## src/rtl/alu_issue_ctrl_pkg.sv

```systemverilog
// Shared types and constants for the ALU issue controller: opcode/funct7 encodings,
// ALU op codes, FSM states and decode helpers.
package alu_issue_ctrl_pkg;

    localparam int unsigned XLEN = 32;

    localparam logic [6:0] OPC_OP    = 7'b0110011;
    localparam logic [6:0] OPC_OPIMM = 7'b0010011;

    localparam logic [6:0] F7_BASE = 7'b0000000;
    localparam logic [6:0] F7_ALT  = 7'b0100000;

    typedef enum logic [3:0] {
        ALU_ADD  = 4'b0000,
        ALU_SUB  = 4'b0001,
        ALU_SLTU = 4'b0010,
        ALU_SLT  = 4'b0011,
        ALU_SLL  = 4'b0100,
        ALU_SRL  = 4'b0101,
        ALU_SRA  = 4'b0110,
        ALU_AND  = 4'b1000,
        ALU_OR   = 4'b1001,
        ALU_XOR  = 4'b1010
    } alu_op_e;

    typedef enum logic [2:0] {
        ST_IDLE,
        ST_READ,
        ST_EXEC,
        ST_WB,
        ST_ERR
    } state_e;

    // funct3 -> ALU op; alt selects SUB/SRA on the two funct3 codes that have a variant.
    function automatic alu_op_e f3_to_op(input logic [2:0] funct3, input logic alt);
        alu_op_e op;
        case (funct3)
            3'b000:  op = alt ? ALU_SUB : ALU_ADD;
            3'b001:  op = ALU_SLL;
            3'b010:  op = ALU_SLT;
            3'b011:  op = ALU_SLTU;
            3'b100:  op = ALU_XOR;
            3'b101:  op = alt ? ALU_SRA : ALU_SRL;
            3'b110:  op = ALU_OR;
            default: op = ALU_AND;
        endcase
        return op;
    endfunction

    function automatic logic [XLEN-1:0] sext12(input logic [11:0] imm);
        return {{(XLEN-12){imm[11]}}, imm};
    endfunction

endpackage

```

## src/rtl/alu_issue_ctrl_if.sv

```systemverilog
// Fetch-handshake, regfile and ALU signals of the issue controller, bundled as one interface.
interface alu_issue_ctrl_if;
    import alu_issue_ctrl_pkg::*;

    logic            i_instr_vld;
    logic            o_instr_rdy;
    logic [XLEN-1:0] i_instr;
    logic [4:0]      o_rs1_addr;
    logic [4:0]      o_rs2_addr;
    logic [XLEN-1:0] i_rs1_data;
    logic [XLEN-1:0] i_rs2_data;
    logic [XLEN-1:0] o_operand_a;
    logic [XLEN-1:0] o_operand_b;
    logic [3:0]      o_alu_op;
    logic [XLEN-1:0] i_alu_data;
    logic [4:0]      o_rd_addr;
    logic [XLEN-1:0] o_rd_data;
    logic            o_rd_wren;
    logic            o_illegal;

    modport master (
        input  i_instr_vld, i_instr, i_rs1_data, i_rs2_data, i_alu_data,
        output o_instr_rdy, o_rs1_addr, o_rs2_addr, o_operand_a, o_operand_b,
               o_alu_op, o_rd_addr, o_rd_data, o_rd_wren, o_illegal
    );

    modport slave (
        output i_instr_vld, i_instr, i_rs1_data, i_rs2_data, i_alu_data,
        input  o_instr_rdy, o_rs1_addr, o_rs2_addr, o_operand_a, o_operand_b,
               o_alu_op, o_rd_addr, o_rd_data, o_rd_wren, o_illegal
    );

endinterface

```

## src/rtl/alu_issue_ctrl_decoder.sv

```systemverilog
// Combinational RV32I OP/OP-IMM decoder: ALU op, operand-B source, immediate and legality.
module alu_decoder
    import alu_issue_ctrl_pkg::*;
(
    input  logic [XLEN-1:0] instr_i,
    output alu_op_e         alu_op_o,
    output logic            use_imm_o,
    output logic            is_shift_imm_o,
    output logic [XLEN-1:0] imm_o,
    output logic            illegal_o
);

    logic [6:0] opcode;
    logic [2:0] funct3;
    logic [6:0] funct7;
    logic       unused_reg_fields;

    assign opcode = instr_i[6:0];
    assign funct3 = instr_i[14:12];
    assign funct7 = instr_i[31:25];
    assign imm_o  = sext12(instr_i[31:20]);

    // Register specifiers are routed by the top, not needed for decode.
    assign unused_reg_fields = ^{instr_i[19:15], instr_i[11:7]};

    always_comb begin
        alu_op_o       = ALU_ADD;
        use_imm_o      = 1'b0;
        is_shift_imm_o = 1'b0;
        illegal_o      = 1'b0;
        case (opcode)
            OPC_OP: begin
                if (funct7 == F7_BASE) begin
                    alu_op_o = f3_to_op(funct3, 1'b0);
                end else if (funct7 == F7_ALT && (funct3 == 3'b000 || funct3 == 3'b101)) begin
                    alu_op_o = f3_to_op(funct3, 1'b1);
                end else begin
                    illegal_o = 1'b1;
                end
            end
            OPC_OPIMM: begin
                use_imm_o = 1'b1;
                case (funct3)
                    3'b001: begin
                        is_shift_imm_o = 1'b1;
                        alu_op_o       = ALU_SLL;
                        illegal_o      = (funct7 != F7_BASE);
                    end
                    3'b101: begin
                        is_shift_imm_o = 1'b1;
                        if (funct7 == F7_BASE) begin
                            alu_op_o = ALU_SRL;
                        end else if (funct7 == F7_ALT) begin
                            alu_op_o = ALU_SRA;
                        end else begin
                            illegal_o = 1'b1;
                        end
                    end
                    default: alu_op_o = f3_to_op(funct3, 1'b0);
                endcase
            end
            default: illegal_o = 1'b1;
        endcase
    end

endmodule

```

## src/rtl/alu_issue_ctrl.sv

```systemverilog
// Multi-cycle issue controller: accepts one OP/OP-IMM instruction, reads the regfile,
// drives the single-cycle ALU and writes the result back (IDLE->READ->EXEC->WB).
module alu_issue_ctrl
    import alu_issue_ctrl_pkg::*;
(
    input  logic            i_clk,
    input  logic            i_rst,
    alu_issue_ctrl_if.master bus
);

    state_e          state_q, state_d;
    logic [4:0]      rs1_q, rs1_d;
    logic [4:0]      rs2_q, rs2_d;
    logic [4:0]      rd_q, rd_d;
    alu_op_e         op_pend_q, op_pend_d;
    logic            use_imm_q, use_imm_d;
    logic [XLEN-1:0] imm_q, imm_d;
    logic [XLEN-1:0] opa_q, opa_d;
    logic [XLEN-1:0] opb_q, opb_d;
    alu_op_e         alu_op_q, alu_op_d;
    logic [XLEN-1:0] result_q, result_d;

    alu_op_e         dec_alu_op;
    logic            dec_use_imm;
    logic            dec_is_shift_imm;
    logic [XLEN-1:0] dec_imm;
    logic            dec_illegal;

    alu_decoder u_decoder (
        .instr_i        (bus.i_instr),
        .alu_op_o       (dec_alu_op),
        .use_imm_o      (dec_use_imm),
        .is_shift_imm_o (dec_is_shift_imm),
        .imm_o          (dec_imm),
        .illegal_o      (dec_illegal)
    );

    // Decode happens at the handshake; the operand-B immediate is resolved then
    // (shamt zero-extended vs. imm sign-extended) so READ only has to pick imm or rs2.
    always_comb begin
        state_d   = state_q;
        rs1_d     = rs1_q;
        rs2_d     = rs2_q;
        rd_d      = rd_q;
        op_pend_d = op_pend_q;
        use_imm_d = use_imm_q;
        imm_d     = imm_q;
        opa_d     = opa_q;
        opb_d     = opb_q;
        alu_op_d  = alu_op_q;
        result_d  = result_q;
        case (state_q)
            ST_IDLE: begin
                if (bus.i_instr_vld) begin
                    state_d   = dec_illegal ? ST_ERR : ST_READ;
                    rs1_d     = bus.i_instr[19:15];
                    rs2_d     = bus.i_instr[24:20];
                    rd_d      = bus.i_instr[11:7];
                    op_pend_d = dec_alu_op;
                    use_imm_d = dec_use_imm;
                    imm_d     = dec_is_shift_imm ? {{(XLEN-5){1'b0}}, dec_imm[4:0]} : dec_imm;
                end
            end
            ST_READ: begin
                state_d  = ST_EXEC;
                opa_d    = bus.i_rs1_data;
                opb_d    = use_imm_q ? imm_q : bus.i_rs2_data;
                alu_op_d = op_pend_q;
            end
            ST_EXEC: begin
                state_d  = ST_WB;
                result_d = bus.i_alu_data;
            end
            ST_WB:   state_d = ST_IDLE;
            ST_ERR:  state_d = ST_IDLE;
            default: state_d = ST_IDLE;
        endcase
    end

    always_ff @(posedge i_clk) begin
        if (i_rst) begin
            state_q   <= ST_IDLE;
            rs1_q     <= '0;
            rs2_q     <= '0;
            rd_q      <= '0;
            op_pend_q <= ALU_ADD;
            use_imm_q <= 1'b0;
            imm_q     <= '0;
            opa_q     <= '0;
            opb_q     <= '0;
            alu_op_q  <= ALU_ADD;
            result_q  <= '0;
        end else begin
            state_q   <= state_d;
            rs1_q     <= rs1_d;
            rs2_q     <= rs2_d;
            rd_q      <= rd_d;
            op_pend_q <= op_pend_d;
            use_imm_q <= use_imm_d;
            imm_q     <= imm_d;
            opa_q     <= opa_d;
            opb_q     <= opb_d;
            alu_op_q  <= alu_op_d;
            result_q  <= result_d;
        end
    end

    assign bus.o_instr_rdy = (state_q == ST_IDLE);
    assign bus.o_rs1_addr  = rs1_q;
    assign bus.o_rs2_addr  = rs2_q;
    assign bus.o_operand_a = opa_q;
    assign bus.o_operand_b = opb_q;
    assign bus.o_alu_op    = alu_op_q;
    assign bus.o_rd_addr   = rd_q;
    assign bus.o_rd_data   = result_q;
    assign bus.o_rd_wren   = (state_q == ST_WB) && (rd_q != 5'd0);
    assign bus.o_illegal   = (state_q == ST_ERR);

endmodule
```

## src/flat_wrapper.sv

```systemverilog
// flat-port wrapper written by rule: the top's interface ports become plain ports
module alu_issue_ctrl_flat import alu_issue_ctrl_pkg::*;
  (i_clk, i_rst, bus_i_instr_vld, bus_i_instr, bus_i_rs1_data, bus_i_rs2_data, bus_i_alu_data, bus_o_instr_rdy, bus_o_rs1_addr, bus_o_rs2_addr, bus_o_operand_a, bus_o_operand_b, bus_o_alu_op, bus_o_rd_addr, bus_o_rd_data, bus_o_rd_wren, bus_o_illegal);
  alu_issue_ctrl_if bus_i ();
  input  logic i_clk;
  input  logic i_rst;
  input wire logic [$bits(bus_i.i_instr_vld)-1:0] bus_i_instr_vld;
  input wire logic [$bits(bus_i.i_instr)-1:0] bus_i_instr;
  input wire logic [$bits(bus_i.i_rs1_data)-1:0] bus_i_rs1_data;
  input wire logic [$bits(bus_i.i_rs2_data)-1:0] bus_i_rs2_data;
  input wire logic [$bits(bus_i.i_alu_data)-1:0] bus_i_alu_data;
  output wire logic [$bits(bus_i.o_instr_rdy)-1:0] bus_o_instr_rdy;
  output wire logic [$bits(bus_i.o_rs1_addr)-1:0] bus_o_rs1_addr;
  output wire logic [$bits(bus_i.o_rs2_addr)-1:0] bus_o_rs2_addr;
  output wire logic [$bits(bus_i.o_operand_a)-1:0] bus_o_operand_a;
  output wire logic [$bits(bus_i.o_operand_b)-1:0] bus_o_operand_b;
  output wire logic [$bits(bus_i.o_alu_op)-1:0] bus_o_alu_op;
  output wire logic [$bits(bus_i.o_rd_addr)-1:0] bus_o_rd_addr;
  output wire logic [$bits(bus_i.o_rd_data)-1:0] bus_o_rd_data;
  output wire logic [$bits(bus_i.o_rd_wren)-1:0] bus_o_rd_wren;
  output wire logic [$bits(bus_i.o_illegal)-1:0] bus_o_illegal;
  assign bus_i.i_instr_vld = bus_i_instr_vld;
  assign bus_i.i_instr = bus_i_instr;
  assign bus_i.i_rs1_data = bus_i_rs1_data;
  assign bus_i.i_rs2_data = bus_i_rs2_data;
  assign bus_i.i_alu_data = bus_i_alu_data;
  assign bus_o_instr_rdy = bus_i.o_instr_rdy;
  assign bus_o_rs1_addr = bus_i.o_rs1_addr;
  assign bus_o_rs2_addr = bus_i.o_rs2_addr;
  assign bus_o_operand_a = bus_i.o_operand_a;
  assign bus_o_operand_b = bus_i.o_operand_b;
  assign bus_o_alu_op = bus_i.o_alu_op;
  assign bus_o_rd_addr = bus_i.o_rd_addr;
  assign bus_o_rd_data = bus_i.o_rd_data;
  assign bus_o_rd_wren = bus_i.o_rd_wren;
  assign bus_o_illegal = bus_i.o_illegal;
  alu_issue_ctrl u_core (.i_clk(i_clk), .i_rst(i_rst), .bus(bus_i));
endmodule
```

## config.mk

```make
export PLATFORM = sky130hd
export DESIGN_NAME = alu_issue_ctrl_flat
export DESIGN_NICKNAME = d
export VERILOG_FILES = /design/src/rtl/alu_issue_ctrl_pkg.sv /design/src/rtl/alu_issue_ctrl_if.sv /design/src/rtl/alu_issue_ctrl_decoder.sv /design/src/rtl/alu_issue_ctrl.sv /design/src/flat_wrapper.sv
export SDC_FILE = /design/constraint.sdc
export NUM_CORES = 1
export LEC_CHECK = 0
export ABC_CLOCK_PERIOD_IN_PS = 2900
export CORE_MARGIN = 5
export CORE_UTILIZATION = 40
export CTS_CLUSTER_SIZE = 8
export DETAILED_ROUTE_END_ITERATION = 10
export PLACE_DENSITY = 0.77
export SLEW_MARGIN = 25
export SYNTH_ARGS = -nofsm -noshare
export SYNTH_HDL_FRONTEND = slang
export SYNTH_SLANG_ARGS = --single-unit
export TNS_END_PERCENT = 5
```

## constraint.sdc

```tcl
create_clock -name i_clk -period 2.9 [get_ports i_clk]
set_input_delay 0.58 -clock i_clk [delete_from_list [all_inputs] [get_ports i_clk]]
set_output_delay 0.58 -clock i_clk [all_outputs]
set_load 0.02 [all_outputs]
```

# Word level (Yosys, flattened, before mapping)

Index checks and enable logic that the tools add are counted.

Equality and inequality tests: 14
Multiplexer cells: 23
Reductions and logical operators: 10

Operators with widths:

| cell                                                             | number |
|---|---|
| 32-bit two-way mux                                               | 2 |
| 4-bit case mux with 7 select lines                               | 2 |
| 4-bit case mux with 5 select lines                               | 1 |
| 4-bit case mux with 2 select lines                               | 2 |
| 7-bit by 6-bit == test with 1-bit output (second input constant) | 2 |
| 3-bit by 2-bit == test with 1-bit output (second input constant) | 4 |
| 3-bit == test (second input constant)                            | 4 |
| 3-bit two-way mux                                                | 4 |
| 3-bit case mux with 3 select lines                               | 1 |
| 4-bit two-way mux                                                | 2 |
| 7-bit by 5-bit == test with 1-bit output (second input constant) | 1 |
| 7-bit logical NOT                                                | 1 |
| 1-bit two-way mux                                                | 7 |
| 7-bit nonzero test                                               | 1 |
| 3-bit by 1-bit == test with 1-bit output (second input constant) | 2 |
| 3-bit logical NOT                                                | 2 |
| 5-bit nonzero test                                               | 1 |
| 1-bit case mux with 2 select lines                               | 2 |
| 1-bit logical AND                                                | 2 |
| 2-bit inequality test (second input constant)                    | 1 |
| 2-bit AND reduction                                              | 1 |
| 2-bit OR reduction                                               | 1 |
| 1-bit logical OR                                                 | 1 |

Output and inout bits: 118
Flip-flop bits (word level): 155
Input port bits: 131
Word-level logic and storage cells: 58

# Longest topological paths before layout

Word-level depth: 9
Gate-level depth with buffers: 7
Depth with buffers taken out: 4

# By module

From an unflattened synthesis, not the netlist that was laid out.

Cell total of the unflattened synthesis: 731
Area, all modules: 6,296.0 um2

By module, submodules not included:

| module         | cells each | instances | area an instance (um2) |
|---|---|---|---|
| alu_issue_ctrl | 654        | 1         | 5,744.3 |
| alu_decoder    | 77         | 1         | 551.8 |

# Least setup slack after synthesis

Ideal clock, no wire load.

Path kind: input -> register
From: input port bus_i_instr[26]
To: register u_core.op_pend_q[0]
Stages on the path: 4
Required time: 2,812 ps
Arrival: 2,247 ps
Setup slack: 564 ps
Buffers on the path: 0
Path through: or4_4 > or4_1 > a2111o_1 > a311oi_2

Word-level cells in the longest chain between the ends: 5
Elaborated cells on any way between the ends: 8
Classes of those cells: eq/ne (1); mux (5); reduce/logical (2)

Ends and longest elaborated chain:

| what                                     | RTL line                     | source |
|---|---|---|
| from (decl)                              | flat_wrapper.sv:8            | `input wire logic [$bits(bus_i.i_instr)-1:0] bus_i_instr;` |
| 7-bit by 6-bit == test with 1-bit output | alu_issue_ctrl_decoder.sv:35 | `end else if (funct7 == F7_ALT && (funct3 == 3'b000 \|\| funct3 == 3'b101)) begin` |
| 1-bit logical AND                        | alu_issue_ctrl_decoder.sv:35 |  |
| 4-bit two-way mux                        | alu_issue_ctrl_decoder.sv:35 |  |
| 4-bit two-way mux                        | alu_issue_ctrl_decoder.sv:33 | `if (funct7 == F7_BASE) begin` |
| 4-bit case mux with 2 select lines (*)   | alu_issue_ctrl_decoder.sv:31 | `case (opcode)` |
| to (signal assigned)                     | alu_issue_ctrl.sv:98         | `op_pend_q <= op_pend_d;` |
| to (decl)                                | alu_issue_ctrl.sv:15         | `alu_op_e op_pend_q, op_pend_d;` |

Mark *: on every way between the ends. The rest lies on a longest branch, timed or not.
A chain may end at the register's enable or synchronous reset.

# Worst setup path in the final report

Same ends and word-level chain as after synthesis.

==> flow_metrics.py <==
metrics = {
    "timing": {
        "tightest_slew_ps": 796,
        "clock-skew-final_ps": 7.07,
        "setup_viol": 0,
        "hold_viol": 0,
        "max_freq_ghz": 0.393,
        "slew_violations": 0,
        "fin_setup_tns_ps": 0,
        "min_period_ps": 2540,
        "max_slew_margin_pct": 46.8,
        "setup_slack_ps": 359,
        "rsz0062_at_grt": "no",
        "post-route-period-util_pct": 87.6,
    },
    "global_routing": {
        "grt_max_degree": 68,
        "grt_usage_pct": 21.6,
        "grt-ovfl-total": 0,
        "grt_pass1_vias": 5070,
        "antenna_found_initial": 1,
        "grt_pass1_wl_um": 25400,
    },
    "clocking": {
        "cts_hold_buf": 0,
        "cts_setup_buffers": 0,
        "clock_path_buffers": 2,
        "cts_sinks": 130,
        "path_clk_slew_ps": 50,
        "cts_tree": "built",
        "cts_made_buffers": 17,
        "root_buffer": "clkbuf_16",
        "clock_latency_ps": 410,
        "cts_max_level": 4,
        "ctsResizeCount": 0,
    },
    "placed_design": {
        "dp_cells": 988,
        "place_congestion": 0.804,
        "port_buffers": 248,
        "hpwl_um": 11900,
        "dpl-instance-area_sq_mm": 0.00752,
        "dp_slack_ps": 55.1,
    },
    "critical_path": {
        "startpoint_type": "input pin",
        "crit_buf_inv": 1,
        "cp.arrival_ps": 2850,
        "max_stage_delay_ps": 590,
        "cp_cell_sequence": "clkdlybuf4s50_1 > or4_4 > or4_1 > a2111o_1 > a311oi_2",
        "slowest_stage": "or4_4",
        "r2r-start": "u_core.state_q[2]",
        "cp_max_fo": 5,
        "cp-startpoint": "bus_i_instr[26]",
        "endpoint_kind": "flop",
        "cp.required_ps": 3210,
        "crit_type": "in -> reg",
        "path_delay_family": "simple AND/OR/NAND/NOR gates",
    },
    "routing": {
        "via_per_inst": 5.00,
        "routedWlPerCell_um": 16.0,
        "ant_nets": 0,
        "top_layer_used": "met4",
        "firstDrtPassIters": 4,
        "drt_iter0_drc": 298,
        "wirelength_um": 16300,
        "met1_length_um": 6280,
        "routed-wl-met2_um": 8130,
        "vias": 5096,
        "met3RoutedLength_um": 1390,
        "drcViolationCount": 0,
    },
    "finish": {
        "multiInputGateArea_sq_mm": 0.00213,
        "seqCellArea_sq_mm": 0.00260,
        "finalNonFillerCells": 1019,
        "drive_above_1_share_pct": 5.76,
        "fin_area_sq_mm": 0.00811,
        "num-fill-cells": 1008,
        "area_growth_pct": 63.1,
        "nets": 970,
    },
    "synthesis": {
        "syn_nets": 747,
        "synth_compound_area_share_pct": 18.5,
        "synth_xor_area_share_pct": 0.352,
        "synthFlopType": "dfxtp_1",
        "async_flop_share_pct": 0,
        "syn-instance-count": 616,
        "synthAdderAreaFrac_pct": 0,
        "synth-simple-area-share_pct": 21.4,
        "synth_mux_area_share_pct": 2.44,
        "synth-edff-count": 0,
        "ys_ff_latch": 130,
        "synth_cell_types": 39,
        "syn_avg_cell_area_sq_um": 8.07,
        "yosysSeqAreaShare_pct": 52.4,
        "syn-cell-area_sq_mm": 0.00497,
        "synth_top_family_by_area": "simple AND/OR/NAND/NOR gates",
        "yosysWarnings": 0,
    },
    "pwr": {
        "p_int_mw": 3.40,
        "p_leak_nw": 2.73,
        "p_comb_share_pct": 8.6,
        "seq_power_share_pct": 42.8,
        "p_sw_share_pct": 20.6,
        "peakVddDrop_v": 0.000362,
        "p_clk_share_pct": 48.7,
        "switching_power_uw": 879,
        "power-per-cell-area_mw_per_mm2": 528,
    },
    "worst_hold_path": {
        "hold_class": "reg -> reg",
        "min-delay-start": "u_core.bus.o_operand_a[12]",
    },
    "floorplan": {
        "rows": 40,
        "fp.dieH_um": 121,
        "die_area_sq_mm": 0.0148,
        "io_pins": 249,
        "fp.coreArea_sq_mm": 0.0121,
        "start_util_pct": 41.0,
        "fp.dieW_um": 121,
    },
    "run_status": {
        "run_status": "completed",
    },
    "job": {
        "cap_violations": 0,
    },
}
[cell usage in the layout, fill, tap and decap left out, drive strengths merged, types with 2 or more instances in the layout]
cell type      count
clkdlybuf4s50    247
nand2            179
dfxtp            130
a21oi            116
nor2              39
a211oi            33
clkbuf            25
buf               13
mux2i             11
nand3              9
nor3               4
o21ai              3
nand4              3
clkinv             3
or4                3
nand3b             2
inv                2
and2               2
or4b               2
a22o               2
and3               2
bufinv             2
nor3b              2
nor4b              2
[logic make-up after synthesis]
kind of cell,after synthesis
compound gates,160
xor+xnor,2
buf+inv,58
flops,130
mux,12
simple gates,254
[layout make-up]
| class | count | share of cell area [%] |
|---|---|---|
| sequential | 130 | 32.1 |
| timing repair buffer | 260 | 31.7 |
| multi-input combinational | 428 | 26.3 |
| clock buffer | 25 | 6.24 |
| tap | 168 | 2.59 |
| clock inverter | 5 | 0.926 |
| inverter | 2 | 0.0926 |
| antenna | 1 | 0.0309 |
[metrics by stage]
step,hold WS (ps),util [%],power [mW]
after global routing,469,66.9,4.43
after global placement,441,62.1,2.22
after CTS,453,66.9,4.32
after floorplan,432,-,1.99
final,451,66.9,4.28
after detailed placement,446,62.1,2.23
[path summary, 6_finish.rpt]
path	endpoint	slack [ps]	depth (start not counted)
max reg2reg	u_core.op_pend_q[2]	970	4
min reg2reg	u_core.bus.o_operand_a[12]	450	2
min	u_core.bus.o_operand_a[12]	450	2
max	u_core.op_pend_q[0]	360	5
[routing by layer]
layer,global-route usage [%],up-vias
met2,36.9,188
met3,8.44,34
met4,9.73,0
li1,-,2527
met5,0,-
met1,23.7,2347
[flip-flops by register name (all words and copies together), names as in the netlist]
| signal | flops |
|---|---|
| u_core.bus.o_operand_a | 32 |
| u_core.bus.o_operand_b | 32 |
| u_core.bus.o_rd_data | 32 |
| u_core.imm_q | 12 |
| u_core.bus.o_rd_addr | 5 |
| u_core.bus.o_rs1_addr | 5 |
| u_core.bus.o_alu_op | 4 |
| u_core.op_pend_q | 4 |
| u_core.state_q | 3 |
| u_core.use_imm_q | 1 |
[worst reg2reg max path: stages (launching register included)]
cell     delay, ps
dfxtp_1        410
or4b_2         870
nor4_1         280
nand4_1        140
a21oi_1        160
[cell usage after synthesis, types with 2 or more instances]
library cell  number  area share, %
nand3_1            9           0.91
nand2_1          179             14
buf_4              5           0.76
o21ai_0            3           0.30
a21oi_1          116             12
nand4_1            3           0.38
and2_1             2           0.25
nor3_1             4           0.40
mux2i_1           11            2.2
a22o_1             2           0.35
inv_1              2           0.15
and3_1             2           0.25
clkbuf_1          49            3.7
or4_1              2           0.30
nor3b_1            2           0.30
a211oi_1          33            5.0
nor2_1            39            2.9
dfxtp_1          130             52
nand3b_1           2           0.30
or4b_2             2           0.40
[power groups by stage]
stage	Clock (mW)	Sequential (mW)	Combinational, mW
3_3_place_gp	0	1.86	0.356
5_1_grt	2.21	1.83	0.391
4_1_cts	2.12	1.83	0.366
3_5_place_dp	0	1.87	0.363
6_report	2.08	1.83	0.366
2_1_floorplan	0	1.87	0.116
Note: power is estimated with default switching activity, not from simulation.
